--- src/rtl/simple_router_pkg.sv ---
// Shared types for the simple_router / simple_merger pair.
//   NUM_PORTS   : number of lanes on the fan-out / fan-in side
//   port_idx_t  : encoded lane index
//   port_mask_t : one bit per lane
package simple_router_pkg;

   localparam int unsigned NUM_PORTS = 4;

   typedef logic [1:0] port_idx_t;
   typedef logic [3:0] port_mask_t;

endpackage

--- src/rtl/simple_merger_if.sv ---
// Lane-side and output-side handshake bundle for simple_merger.
//   din0..din3 / din_en / din_rdy : four source lanes (valid/ready)
//   dout / dout_en / addr / dout_rdy : merged output lane with source tag
// Modports:
//   master : the environment (drives lanes, consumes the merged output)
//   slave  : the merger itself
interface simple_merger_if
   import simple_router_pkg::*;
#(
   parameter int unsigned DATA_WIDTH = 32
);

   logic [DATA_WIDTH-1:0] din0;
   logic [DATA_WIDTH-1:0] din1;
   logic [DATA_WIDTH-1:0] din2;
   logic [DATA_WIDTH-1:0] din3;
   port_mask_t            din_en;
   port_mask_t            din_rdy;
   logic [DATA_WIDTH-1:0] dout;
   logic                  dout_en;
   port_idx_t             addr;
   logic                  dout_rdy;

   modport master (
      output din0, din1, din2, din3, din_en, dout_rdy,
      input  din_rdy, dout, dout_en, addr
   );

   modport slave (
      input  din0, din1, din2, din3, din_en, dout_rdy,
      output din_rdy, dout, dout_en, addr
   );

endinterface

--- src/rtl/rr_arb4.sv ---
// Four-way round-robin arbiter, purely combinational.
//   req       : request mask, one bit per lane
//   last      : index of the most recent grant (lowest priority this round)
//   gnt       : one-hot grant
//   idx       : encoded grant index
//   any_grant : at least one request present
module rr_arb4
   import simple_router_pkg::*;
(
   input  port_mask_t req,
   input  port_idx_t  last,
   output port_mask_t gnt,
   output port_idx_t  idx,
   output logic       any_grant
);

   port_idx_t cand;

   // Search last+1 .. last+4; the 2-bit add wraps modulo 4, so last itself
   // is considered last.
   always_comb begin
      gnt       = '0;
      idx       = '0;
      any_grant = 1'b0;
      cand      = '0;
      for (int unsigned k = 1; k <= NUM_PORTS; k++) begin
         cand = last + port_idx_t'(k);
         if (!any_grant && req[cand]) begin
            any_grant = 1'b1;
            idx       = cand;
            gnt[cand] = 1'b1;
         end
      end
   end

endmodule

--- src/rtl/simple_merger.sv ---
// Merges four source lanes onto one tagged output lane.
//   clk  : rising-edge clock
//   rst  : asynchronous reset, active low
//   bus  : simple_merger_if.slave (lane inputs, merged output + addr tag)
// Each lane has a one-entry holding buffer; din_rdy is simply "buffer empty".
// A round-robin arbiter loads a registered output stage whenever it is empty
// or being drained. dout/addr read as zero whenever dout_en is low.
module simple_merger
   import simple_router_pkg::*;
#(
   parameter int unsigned DATA_WIDTH = 32
)(
   input  logic           clk,
   input  logic           rst,
   simple_merger_if.slave bus
);

   logic [DATA_WIDTH-1:0] din_arr   [NUM_PORTS];
   logic [DATA_WIDTH-1:0] hold_data [NUM_PORTS];
   port_mask_t            hold_vld;
   port_idx_t             last;

   logic [DATA_WIDTH-1:0] dout_q;
   logic                  dout_en_q;
   port_idx_t             addr_q;

   port_mask_t gnt;
   port_idx_t  gnt_idx;
   logic       any_grant;
   logic       load_ok;

   always_comb begin
      din_arr[0] = bus.din0;
      din_arr[1] = bus.din1;
      din_arr[2] = bus.din2;
      din_arr[3] = bus.din3;
   end

   assign load_ok = ~dout_en_q | bus.dout_rdy;

   rr_arb4 u_arb (
      .req       (hold_vld),
      .last      (last),
      .gnt       (gnt),
      .idx       (gnt_idx),
      .any_grant (any_grant)
   );

   // A lane never accepts and is granted on the same edge: accept needs
   // hold_vld=0, grant needs hold_vld=1, so the two hold_vld writes never
   // target the same bit.
   always_ff @(posedge clk or negedge rst) begin
      if (!rst) begin
         hold_vld  <= '0;
         last      <= 2'd3;
         dout_q    <= '0;
         dout_en_q <= 1'b0;
         addr_q    <= '0;
         for (int unsigned i = 0; i < NUM_PORTS; i++) begin
            hold_data[i] <= '0;
         end
      end else begin
         for (int unsigned i = 0; i < NUM_PORTS; i++) begin
            if (bus.din_en[i] && !hold_vld[i]) begin
               hold_data[i] <= din_arr[i];
               hold_vld[i]  <= 1'b1;
            end
         end
         if (load_ok) begin
            if (any_grant) begin
               dout_q            <= hold_data[gnt_idx];
               addr_q            <= gnt_idx;
               dout_en_q         <= 1'b1;
               hold_vld[gnt_idx] <= 1'b0;
               last              <= gnt_idx;
            end else begin
               dout_q    <= '0;
               addr_q    <= '0;
               dout_en_q <= 1'b0;
            end
         end
      end
   end

   assign bus.din_rdy = ~hold_vld;
   assign bus.dout    = dout_q;
   assign bus.dout_en = dout_en_q;
   assign bus.addr    = addr_q;

   a_idle_zero : assert property (@(posedge clk) disable iff (!rst)
      !dout_en_q |-> (dout_q == '0) && (addr_q == '0));

   a_one_grant : assert property (@(posedge clk) disable iff (!rst)
      (load_ok && any_grant) |-> $onehot(gnt));

   a_stall_stable : assert property (@(posedge clk) disable iff (!rst)
      (dout_en_q && !bus.dout_rdy) |=>
         dout_en_q && $stable(dout_q) && $stable(addr_q));

endmodule

--- src/flat_wrapper.sv ---
// flat-port wrapper written by rule: the top's interface ports become plain ports
module simple_merger_flat import simple_router_pkg::*;
#(
   parameter int unsigned DATA_WIDTH = 32
)
  (clk, rst, bus_din0, bus_din1, bus_din2, bus_din3, bus_din_en, bus_dout_rdy, bus_din_rdy, bus_dout, bus_dout_en, bus_addr);
  simple_merger_if #(.DATA_WIDTH(DATA_WIDTH)) bus_i ();
  input  logic clk;
  input  logic rst;
  input wire logic [$bits(bus_i.din0)-1:0] bus_din0;
  input wire logic [$bits(bus_i.din1)-1:0] bus_din1;
  input wire logic [$bits(bus_i.din2)-1:0] bus_din2;
  input wire logic [$bits(bus_i.din3)-1:0] bus_din3;
  input wire logic [$bits(bus_i.din_en)-1:0] bus_din_en;
  input wire logic [$bits(bus_i.dout_rdy)-1:0] bus_dout_rdy;
  output wire logic [$bits(bus_i.din_rdy)-1:0] bus_din_rdy;
  output wire logic [$bits(bus_i.dout)-1:0] bus_dout;
  output wire logic [$bits(bus_i.dout_en)-1:0] bus_dout_en;
  output wire logic [$bits(bus_i.addr)-1:0] bus_addr;
  assign bus_i.din0 = bus_din0;
  assign bus_i.din1 = bus_din1;
  assign bus_i.din2 = bus_din2;
  assign bus_i.din3 = bus_din3;
  assign bus_i.din_en = bus_din_en;
  assign bus_i.dout_rdy = bus_dout_rdy;
  assign bus_din_rdy = bus_i.din_rdy;
  assign bus_dout = bus_i.dout;
  assign bus_dout_en = bus_i.dout_en;
  assign bus_addr = bus_i.addr;
  simple_merger #(.DATA_WIDTH(DATA_WIDTH)) u_core (.clk(clk), .rst(rst), .bus(bus_i));
endmodule
--- config.mk ---
export PLATFORM = sky130hd
export DESIGN_NAME = simple_merger_flat
export DESIGN_NICKNAME = d
export VERILOG_FILES = /design/src/rtl/simple_router_pkg.sv /design/src/rtl/simple_merger_if.sv /design/src/rtl/rr_arb4.sv /design/src/rtl/simple_merger.sv /design/src/flat_wrapper.sv
export SDC_FILE = /design/constraint.sdc
export NUM_CORES = 1
export LEC_CHECK = 0
export CELL_PAD_IN_SITES_DETAIL_PLACEMENT = 0
export CELL_PAD_IN_SITES_GLOBAL_PLACEMENT = 1
export CORE_UTILIZATION = 36
export CTS_BUF_LIST = sky130_fd_sc_hd__clkbuf_8 sky130_fd_sc_hd__clkbuf_16
export CTS_CLUSTER_SIZE = 12
export DETAILED_ROUTE_END_ITERATION = 8
export GPL_TIMING_DRIVEN = 0
export PLACE_DENSITY = 0.77
export SLEW_MARGIN = 20
export SYNTH_ARGS = -nofsm -noshare
export SYNTH_HDL_FRONTEND = slang
export SYNTH_SLANG_ARGS = --single-unit
--- constraint.sdc ---
create_clock -name clk -period 1.81 [get_ports clk]
set_input_delay 0.362 -clock clk [delete_from_list [all_inputs] [get_ports clk]]
set_output_delay 0.362 -clock clk [all_outputs]
set_load 0.01 [all_outputs]
==> results.cfg, run 1 <==
[status]
status = complete, but fails checks
violations = setup timing

[pwr]
p_int_mw = 13.3
p_switching_mw = 6.45
pwr-share-comb_pct = 46.7
cellPowerDensity_nw_per_um2 = 1840
swShare_pct = 32.7
leakage_nw = 4.56
clkPwrFrac_pct = 19.0
p_seq_share_pct = 34.3
ir_drop_mv = 0.720

[floorplanning]
die_w_um = 146
initial_core_util_pct = 36.8
core_area_um2 = 20300
rows = 52
ios = 174
dieArea_um2 = 21300
die_h_um = 146

[timing]
finalWorstSetupSlack_ns = -0.191
finalCriticalPeriod_ns = 2.00
fin_worst_skew_ns = 0.00801
fin_crit_sh_pct = 111
finalSetupTns_ns = -4.64
slew_viol_final = 0
rsz0062_at_grt = yes
setup_viol_count_final = 32
relSlewSlack_pct = 55.2
fmax_ghz = 0.500
tightest_slew_ns = 0.672
hold_viol = 0
holdWs_ns = 0.480

[logic_synthesis]
synth-main-ff-cell = dfrtp_1
avgSynthCellArea_um2 = 13.0
synth_edf_count = 0
seq_area_frac_synth_pct = 56.6
yosys_warnings = 0
synth-async-reset-ratio_pct = 100
synth.distinct_cells = 33
yosysTopAreaCellShare_pct = 55.9
netlist_area_um2 = 7480
syn_inst = 574
ys_top_cells_by_area = dfrtp_1 56%, mux2_2 16%, mux2i_1 4.3%
syn-num-nets = 709
yosys.area.top_type = dfrtp_1
synth-seq-cells = 169
synth_common_cells = 167 x dfrtp_1, 105 x mux2_2, 34 x nand2_1, 33 x a21boi_0
synth.most_common_cell = dfrtp_1

[layout]
seqCellArea_um2 = 4230
fill_cells = 1736
area_growth_pct = 43.6
multi_input_area_um2 = 3150
drive_gt1_share_pct = 29.6
layout.nets = 923
diodes = 0

[global_route]
grtUsageTotal_pct = 19.7
grt_pass1_vias = 5622
overflow = 0
grt_pass1_wl_um = 31800
antenna_found_initial = 0
grt_max_degree = 87

[setup_path]
cp.required_ns = 2.11
crit_type = reg2reg
critPathCaptureType = flop
crit_fanout = 9
start_kind = flop
worstPathArrival_ns = 2.30
reg2reg_depth = 7

[run]
maxCapViolations = 0

[clocking]
root_buffer = clkbuf_16
clockBufferDepth = 2
clk_latency_ns = 0.43
cts.clk_slew.worst_paths_ns = 0.06
tritoncts = yes
cts_buffers = 17
htreeDepth = 4
clock_sinks = 169

[detailed_routing]
via_count = 5316
drcViolationCount = 0
wl_um = 20300
drtAntennaViolNets = 0
dr.first_iter.drc_count = 255
via_per_inst = 4.97
firstDrtPassIters = 4
wl_per_cell_um = 19.0

[placement]
place_hpwl_um = 14300
gp_congestion = 0.820
io_buffers = 173

[worst_hold_path]
whs_path_depth = 1
hold_class = reg2reg
through the flow:
| stage | worst slack, ns | std cells | cell area, um2 | utilization (%) | power, mW |
|---|---|---|---|---|---|
| 2_1_floorplan | -0.0349 | 574 | 7480 | - | 11.4 |
| 3_3_place_gp | -6.30 | 1017 | 9550 | 47.0 | 13.8 |
| 3_5_place_dp | -0.892 | 1018 | 9580 | 47.2 | 14.1 |
| 4_1_cts | -0.179 | 1066 | 10600 | 52.1 | 19.3 |
| 5_1_grt | -0.280 | 1070 | 10700 | 52.9 | 20.9 |
| 6_report | -0.191 | 1070 | 10700 | 52.9 | 19.8 |
per-layer routing:
layer	wire length (um)	share of wire, %	track usage [%]
met1	9200	45	26.0
met5	0	0	0
met4	291	1.4	5.63
met3	1060	5.2	4.53
met2	9780	48	32.4
placed cells by master (no fill, tap or decap), drive strengths merged:
cell and n:
a21boi 33, a22oi 1, clkbuf 45, and2 1, and3 32, and3b 1
nand2b 1, or2 2, buf 41, nor2 7, mux2 129, o31ai 1
dlymetal6s2s 1, bufinv 3, inv 6, dlygate4sd2 3, o22ai 1, clkinvlp 3
dlygate4sd3 1, o211ai 32, o21ai 33, a21oi 4, a31oi 1, dfstp 2
nor4 1, a21o 2, nor2b 7, clkdlybuf4s50 168, mux2i 32, o32a 1
nand2 34, dfrtp 167, clkinv 4
worst max-delay path, stage by stage, from the launching register on:
cell and delay, ns:
dfstp_2 0.57, mux2_4 0.31, a22oi_2 0.14, and2_4 0.18, buf_12 0.17, buf_16 0.16, mux2i_4 0.24, o211ai_2 0.09
cell type report:
| class | instances | share of cell area, % |
|---|---|---|
| Sequential cell | 169 | 39.4 |
| Clock buffer | 20 | 4.35 |
| Timing Repair Buffer | 196 | 18.9 |
| Tap cell | 270 | 3.15 |
| Multi-Input combinational cell | 356 | 29.3 |
| Buffer | 43 | 3.30 |
| Inverter | 5 | 0.175 |
| Clock inverter | 11 | 1.38 |
registers in the layout, indices dropped and copies added (netlist names):
| register | count |
|---|---|
| u_core.hold_data | 128 |
| u_core.last | 2 |
| u_core.bus.dout | 32 |
| u_core.bus.addr | 2 |
| u_core.hold_vld | 4 |
| u_core.bus.dout_en | 1 |
cell families after synthesis:
kind of cell	share of synthesized area [%]
DFF	56.6
muxes	23.8
and+or+nand+nor	5.92
AOI/OAI and AO/OA	10.4
buffers and inverters	3.35
power groups by stage:
stage	clock network, mW	logic, mW	registers (mW)
after floorplan	0	4.79	6.60
after global placement	0	7.16	6.66
after detailed placement	0	7.35	6.75
after CTS	3.85	8.68	6.75
after global routing	4.00	9.90	7.01
final	3.76	9.22	6.77
timing repair:
item	CTS	global route
hold endpoints to repair	81	0
hold buffers	1	0
gates cloned	4	3
pin swaps	21	16
setup buffers	12	3
resized for setup	93	40
endpoints found under the setup margin	129	109
worst paths after layout:
path                                      from                   end  slack [ns]
max                             u_core.last[1]   u_core.bus.dout[23]       -0.19
min                        u_core.hold_data[7]   u_core.hold_data[7]        0.48
max reg2reg                     u_core.last[1]   u_core.bus.dout[23]       -0.19
min reg2reg                u_core.hold_data[7]   u_core.hold_data[7]        0.48
max in group asynchronous                  rst  u_core.hold_data[72]        0.45
min in group asynchronous                  rst  u_core.hold_data[28]        0.51
Note: power is estimated with default switching activity, not from simulation.
==> inputs of run 2 (changes only) <==
Settings changed: CTS_CLUSTER_DIAMETER set to 150.
==> results of run 2 <==
Final layout, timing and power as in run 1 (identical DEF).
==> inputs of run 3 (changes only) <==
Settings changed: ABC_CLOCK_PERIOD_IN_PS set to 1810.
==> results of run 3 <==
Final layout, timing and power as in run 1 (identical DEF).
